`src/rtl/conv_engine_arbiter.sv`:
```
// -----------------------------------------------------------------------------
// conv_engine_arbiter
//
// Round-robin arbiter that lets NUM_REQ requesters take turns driving one
// convolution engine. A granted job announces itself with eng_start, streams
// its latched number of beats to the engine under valid/ready flow control,
// waits for the engine to report that its pipeline has drained, then pulses
// ack to the owner and moves the round-robin pointer past it.
//
// Ports
//   clk             sole clock, all state on the rising edge
//   rst             synchronous active-high reset
//   req             level request per requester, held until its ack
//   req_len         packed beat counts, requester i at [i*LEN_W +: LEN_W]
//   gnt             one-hot grant, held for the whole job
//   ack             one-hot, one-cycle pulse at job completion
//   eng_start       one-cycle pulse at job start
//   eng_id          index of the granted requester, 0 when idle
//   eng_beat_valid  beat offered to the engine
//   eng_beat_ready  engine accepts the beat
//   eng_last        qualifies the final beat of the job
//   eng_done        engine pipeline drained for the current job
//   busy            high whenever a job is in flight
// -----------------------------------------------------------------------------
module conv_engine_arbiter #(
    parameter  int NUM_REQ = 4,
    parameter  int LEN_W   = 8,
    localparam int ID_W    = (NUM_REQ > 1) ? $clog2(NUM_REQ) : 1
) (
    input  logic                     clk,
    input  logic                     rst,
    input  logic [NUM_REQ-1:0]       req,
    input  logic [NUM_REQ*LEN_W-1:0] req_len,
    output logic [NUM_REQ-1:0]       gnt,
    output logic [NUM_REQ-1:0]       ack,
    output logic                     eng_start,
    output logic [ID_W-1:0]          eng_id,
    output logic                     eng_beat_valid,
    input  logic                     eng_beat_ready,
    output logic                     eng_last,
    input  logic                     eng_done,
    output logic                     busy
);

    typedef enum logic [2:0] {
        IDLE,
        START,
        RUN,
        WAIT,
        ACK
    } state_t;

    state_t            state;
    state_t            state_next;
    logic [ID_W-1:0]   ptr;
    logic [LEN_W-1:0]  beat_cnt;

    logic [ID_W-1:0]   sel_idx;
    logic              sel_found;
    logic [ID_W-1:0]   cand_idx;
    int                cand;

    // Round-robin pick: first set request at or above ptr, wrapping around.
    // NOTE: every signal written in an always_comb gets a default at the top,
    // so no path through the block can leave it holding an old value (latch).
    always_comb begin
        sel_idx   = '0;
        sel_found = 1'b0;
        cand      = 0;
        cand_idx  = '0;
        for (int i = 0; i < NUM_REQ; i++) begin
            cand = int'(ptr) + i;
            if (cand >= NUM_REQ) begin
                cand = cand - NUM_REQ;
            end
            cand_idx = ID_W'(cand);
            if (!sel_found && req[cand_idx]) begin
                sel_found = 1'b1;
                sel_idx   = cand_idx;
            end
        end
    end

    // State register.
    // NOTE: clocked state uses non-blocking assignments so every register
    // samples pre-edge values regardless of statement order.
    always_ff @(posedge clk) begin
        if (rst) begin
            state <= IDLE;
        end else begin
            state <= state_next;
        end
    end

    // Next-state logic. eng_done only matters while waiting for the drain.
    always_comb begin
        state_next = state;
        case (state)
            IDLE:    if (sel_found) state_next = START;
            START:   state_next = (beat_cnt != '0) ? RUN : ACK;
            RUN:     if (eng_beat_ready && (beat_cnt == LEN_W'(1))) state_next = WAIT;
            WAIT:    if (eng_done) state_next = ACK;
            ACK:     state_next = IDLE;
            default: state_next = IDLE;
        endcase
    end

    // Job datapath: length, owner and fairness pointer. The length is captured
    // only at grant time, so later req_len or req changes cannot disturb a job.
    always_ff @(posedge clk) begin
        if (rst) begin
            beat_cnt <= '0;
            gnt      <= '0;
            eng_id   <= '0;
            ptr      <= '0;
        end else begin
            case (state)
                IDLE: begin
                    if (sel_found) begin
                        beat_cnt <= req_len[sel_idx*LEN_W +: LEN_W];
                        gnt      <= NUM_REQ'(1) << sel_idx;
                        eng_id   <= sel_idx;
                    end
                end
                RUN: begin
                    // eng_beat_valid is high throughout RUN, so ready alone
                    // marks a completed handshake.
                    if (eng_beat_ready) begin
                        beat_cnt <= beat_cnt - LEN_W'(1);
                    end
                end
                ACK: begin
                    gnt    <= '0;
                    eng_id <= '0;
                    ptr    <= (int'(eng_id) == NUM_REQ - 1) ? '0 : eng_id + ID_W'(1);
                end
                default: ;
            endcase
        end
    end

    assign eng_start      = (state == START);
    assign eng_beat_valid = (state == RUN);
    assign eng_last       = (state == RUN) && (beat_cnt == LEN_W'(1));
    assign busy           = (state != IDLE);
    assign ack            = (state == ACK) ? gnt : '0;

endmodule

```
`config.mk`:
```
export PLATFORM = sky130hd
export DESIGN_NAME = conv_engine_arbiter
export DESIGN_NICKNAME = d
export VERILOG_FILES = /design/src/rtl/conv_engine_arbiter.sv
export SDC_FILE = /design/constraint.sdc
export NUM_CORES = 1
export LEC_CHECK = 0
export CAP_MARGIN = 20
export CORE_MARGIN = 2
export CORE_UTILIZATION = 45
export DETAILED_ROUTE_END_ITERATION = 6
export PLACE_DENSITY = 0.85
export SLEW_MARGIN = 20
export SYNTH_ARGS = -nofsm -noshare
export SYNTH_HDL_FRONTEND = slang
export SYNTH_SLANG_ARGS = --single-unit
```
`constraint.sdc`:
```
create_clock -name clk -period 2.05 [get_ports clk]
set_input_delay 0.5125 -clock clk [delete_from_list [all_inputs] [get_ports clk]]
set_output_delay 0.5125 -clock clk [all_outputs]
set_load 0.05 [all_outputs]
```
# Yosys cells after proc, flatten, opt, wreduce, memory -nomap -nowiden
# Cells that the tools add are included.
word_totals:
  register_bits: 19
  output_inout_bits: 14
op_classes:
  addsub: 9
  order_cmp: 8
  n_eq_ne: 10
  shifts: 2
  muxes: 34
  n_reduce_logical: 16
op_table:
  columns: ["cell", "count"]
  rows:
  - ["$shiftx A32 B6 Y8", 1]
  - ["$mux W2", 10]
  - ["$mux W8", 2]
  - ["$pmux W8 S2", 1]
  - ["$lt A2 B3 Y1 const B", 4]
  - ["$mux W3", 4]
  - ["$pmux W3 S4", 1]
  - ["$ge A3 B3 Y1 const B", 3]
  - ["$bmux W1 S2", 4]
  - ["$eq A8 B1 Y1 const B", 1]
  - ["$mux W1", 8]
  - ["$mux W4", 2]
  - ["$pmux W4 S2", 1]
  - ["$reduce_bool A8 Y1", 1]
  - ["$sub A2 B1 Y2 const B", 4]
  - ["$sub A8 B1 Y8 const B", 1]
  - ["$add A2 B2 Y3 const B", 2]
  - ["$eq A3 B2 Y1 const B", 2]
  - ["$reduce_and A3 Y1", 2]
  - ["$logic_and A1 B1 Y1", 5]
  - ["$ne A2 B1 Y1 const B", 2]
  - ["$ne A2 B2 Y1 const B", 2]
  - ["$pmux W2 S2", 1]
  - ["$reduce_bool A2 Y1", 2]
  - ["11 further kinds", 13]

# Longest topological paths before layout
# Gate-level depths: netlist (run 1).
logic_depth:
  ltp_word: 17
  mapped_depth: 8
  mapped_depth_nobuf: 7

# Worst setup path after synthesis (run 1)
# Ideal clock, no wire load.
synth_timing:
  kind: "flip-flop to output port"
  startpoint: "register state[1]"
  endpoint: "output port eng_last"
  arrival_time_ns: 1.763
  required_ns: 1.537
  setup_slack_ns: -0.226
  stages_incl_launch_ff: 7
  n_path_buf: 2
  cell_sequence: "dfxtp_1 inv_1 or3_1 buf_2 inv_2 buf_4 and3_1"
synth_via:
  elab_chain_len: 2
synth_rtl:
  columns: ["item", "line", "source"]
  rows:
  - ["start: declaration", "53", "state_t state;"]
  - ["start signal: assignment", "91", "state <= state_next;"]
  - ["$eq A3 B2 Y1", null, null]
  - ["via eng_beat_valid", "38", "output logic eng_beat_valid,"]
  - ["$logic_and A1 B1 Y1", "144", "assign eng_last = (state == RUN) && (beat_cnt == LEN_W'(1));"]
  - ["end: declaration", "40", "output logic eng_last,"]
# The timed path passes the listed nets, and every way through them passes these cells.

# Worst setup path after layout (run 1)
layout_timing:
  startpoint: "register beat_cnt[4]"
  endpoint: "output port eng_last"
layout_via:
  elab_chain_len: 2
layout_rtl:
  columns: ["item", "line", "source"]
  rows:
  - ["start: declaration", "56", "logic [LEN_W-1:0] beat_cnt;"]
  - ["start signal: assignment", "120", "beat_cnt <= req_len[sel_idx*LEN_W +: LEN_W];"]
  - ["start signal: assignment", "129", "beat_cnt <= beat_cnt - LEN_W'(1);"]
  - ["$eq A8 B1 Y1", "144", null]
  - ["$logic_and A1 B1 Y1", "144", null]
# No other way between the ends.

==> metrics.cfg, run 1 <==
[status]
status = finished, violations left
violations = setup timing

[timing]
hold_violations = 0
slew_headroom = 0.654
fin_setup_tns_ns = -0.129
tightest_slew_ns = 0.518
fin_skew_ns = 0.0156
layout_setup_ws_ns = -0.129
setup_violations = 1
drv_slew = 0
rsz0062_at_grt = true
holdWs_ns = 0.488
period_share = 1.06
max_freq_mhz = 459
fin_crit_ns = 2.18

[die]
start_util = 0.478
die_w_um = 61.2
rows = 20
fp.coreArea_um2 = 3080
io_pins = 54
die_height_um = 61.2
die-area_um2 = 3740

[clock_tree]
clk_latency_ns = 0.31
clkTransAtPathRegs_ns = 0.12
cts_sinks = 19
clockBufferDepth = 2
cts_tree = built
htreeDepth = 1
root_buffer = clkbuf_4
cts_buffers = 3

[placed_design]
dp_slack_ns = -0.389
postPlaceCellArea_um2 = 2260
port_buffers = 53
dp_hpwl_mm = 3.37
place_inst = 298
gp_congestion = 0.797

[hold_path]
worstHoldPathType = flip-flop to flip-flop
min_from = gnt[2]
holdPathStages = 2
holdPathEnd = gnt[2]

[route]
first_pass_iters = 4
wl_per_cell_um = 14.7
drtIter0Drc = 103
via_per_inst = 5.61
antenna_left = 0
drcViolationCount = 0
via_count = 1744
routed_wl_mm = 4.56

[setup_path]
r2r_cells = 5
r2r-start = ptr[1]
start_kind = flip-flop
worstPathMaxFanout = 2
cp_top_family = simple AND/OR/NAND/NOR gates
end_kind = output pin
slowest_stage = or4_4
slowest_delay_ns = 0.56
cp_cell_sequence = or4_4 -> nor3_4 -> and3_4 -> buf_12
timing.rr.end = beat_cnt[6]
cp.arrival_ns = 1.67
cp.required_ns = 1.54
path_buf_inv = 1
crit_type = flip-flop to output pin
r2r_setup_slack_ns = 0.18

[synthesis]
synth_seq_cells = 19
synth_ff_type = dfxtp_1
syn_avg_cell_area_um2 = 7.82
yosysTopAreaCell = dfxtp_1
async_flop_share = 0
synth_edf_count = 0
yosysTopAreaCellShare = 0.259
netlist_area_um2 = 1470
synth_area_leaders = dfxtp_1, a21oi_1, a32o_1
synth_nets = 232
syn-instance-count = 188
ys_seq_area_frac = 0.259
ys_types = 46
yosysWarnings = 0

[power]
total_power_mw = 2.70
pwr_density_cell_nw_per_um2 = 1080
leakage_nw = 1.03
ir_drop_mv = 0.569

[final_layout]
drive_gt1_frac = 0.288
area_delta_synth_final_pct = 69.6
final_cells = 311
fin_util = 0.810
n_antenna_cell = 0
stdcell_area_um2 = 2490
nets = 312

[global_route]
grt_overflow = 0
grt_max_degree = 14
grt_use_total = 0.250
antenna_found_initial = 0
grt_pass1_wl_mm = 6.95
grt_pass1_vias = 1574

[job]
maxCapViolCount = 0

-- power by group --
part / internal [mW] / switching (mW) / leakage, nW
Clock: 0.0745 / 0.123 / 0.0139
Combinational: 0.911 / 0.976 / 0.861
Sequential: 0.489 / 0.126 / 0.157
Total: 1.47 / 1.22 / 1.03
-- worst max path at each step --
stage	from	endpoint	slack [ns]	cells after the start
after global placement	req[2]	beat_cnt[0]	-0.36	6
after detailed placement	req[2]	beat_cnt[0]	-0.39	6
after floorplan	state[2]	eng_start	-0.11	2
final	beat_cnt[4]	eng_last	-0.13	4
after CTS	beat_cnt[4]	eng_last	-0.16	4
after global routing	beat_cnt[4]	eng_last	-0.21	4
-- sequential cells by signal, summed over array words and instances (netlist names) --
register  flops
state         3
ptr           2
eng_id        2
gnt           4
beat_cnt      8
-- synth_stat cells, drive strengths merged (3+ instances only) --
library cell / n
a21oi: 21
dfxtp: 19
inv: 11
nand3: 11
nand2: 10
nor4: 10
buf: 9
nor2: 9
o21ai: 9
nor3: 8
a31oi: 6
a32o: 6
o2111ai: 6
o31ai: 6
and3: 5
clkbuf: 5
or3: 5
ha: 4
mux2: 4
a221o: 3
or2: 3
xnor2: 3
-- cells in the final DEF (no fill, tap or decap), types with 2 or more instances in the layout --
cell             instances
a21oi_1                 20
a221o_1                  3
a31oi_1                  5
a32o_1                   6
and3_1                   4
buf_12                   9
buf_4                   30
buf_6                    4
clkbuf_4                 3
clkdlybuf4s50_1         38
dfxtp_1                 17
dfxtp_2                  2
dlymetal6s2s_1           6
ha_1                     4
inv_1                   10
mux2_1                   2
nand2_1                  9
nand3_1                 10
nor2_1                   6
nor2_2                   3
nor2b_1                  2
nor3_1                   6
nor3b_1                  2
nor4_1                   7
nor4_2                   2
o2111ai_1                6
o21ai_0                  6
o21ai_1                  3
o31ai_1                  5
or2_2                    2
or3_1                    3
or3_4                    2
xnor2_1                  3
xor2_1                   2
-- what timing repair did --
item | in CTS | in global routing
pin swaps | 3 | 7
setup endpoints to repair | 10 | 17
cloned | 0 | 2
resized for setup | 15 | 20
setup buffers | 3 | 4
hold buffers | 0 | 0
-- metal layers --
metal	part of all wire	up-vias	global-route usage
li1	-	879	-
met1	0.45	801	0.326
met2	0.49	58	0.435
met3	0.047	6	0.0231
met4	0.012	0	0.0807
met5	0	-	0
-- worst reg2reg max path, stage by stage (launching register included) --
cell	delay, ns
dfxtp_1	0.46
nand2_1	0.12
a221o_1	0.38
and2_4	0.18
mux2_1	0.31
a221o_1	0.32
-- area by class of cell --
| type | instances | area [um2] |
|---|---|---|
| clock buffer | 3 | 22.5 |
| clock inverter | 1 | 7.51 |
| fill | 190 | 584 |
| tap | 44 | 55.1 |
| timing repair buffer | 87 | 906 |
| multi-input combinational | 146 | 1080 |
| sequential | 19 | 383 |
| inverter | 11 | 41.3 |
-- cell families after synthesis --
logic type	Yosys count	synth area share
compound gates	62	0.283
simple gates	68	0.263
xor+xnor	5	0.0298
buf+inv	25	0.0919
flops	19	0.259
mux	5	0.0400
fa+ha+maj	4	0.0340
No activity file was read; power rests on OpenSTA's default activity.
==> inputs of run 2 (changes only) <==
--- a/config.mk
+++ b/config.mk
@@ -10,6 +10,7 @@
 export CORE_UTILIZATION = 45
 export DETAILED_ROUTE_END_ITERATION = 6
 export PLACE_DENSITY = 0.85
+export SKIP_LAST_GASP = 1
 export SLEW_MARGIN = 20
 export SYNTH_ARGS = -nofsm -noshare
 export SYNTH_HDL_FRONTEND = slang
==> results of run 2 <==
Same layout as run 1: the final DEF is identical, and so are final timing and power.
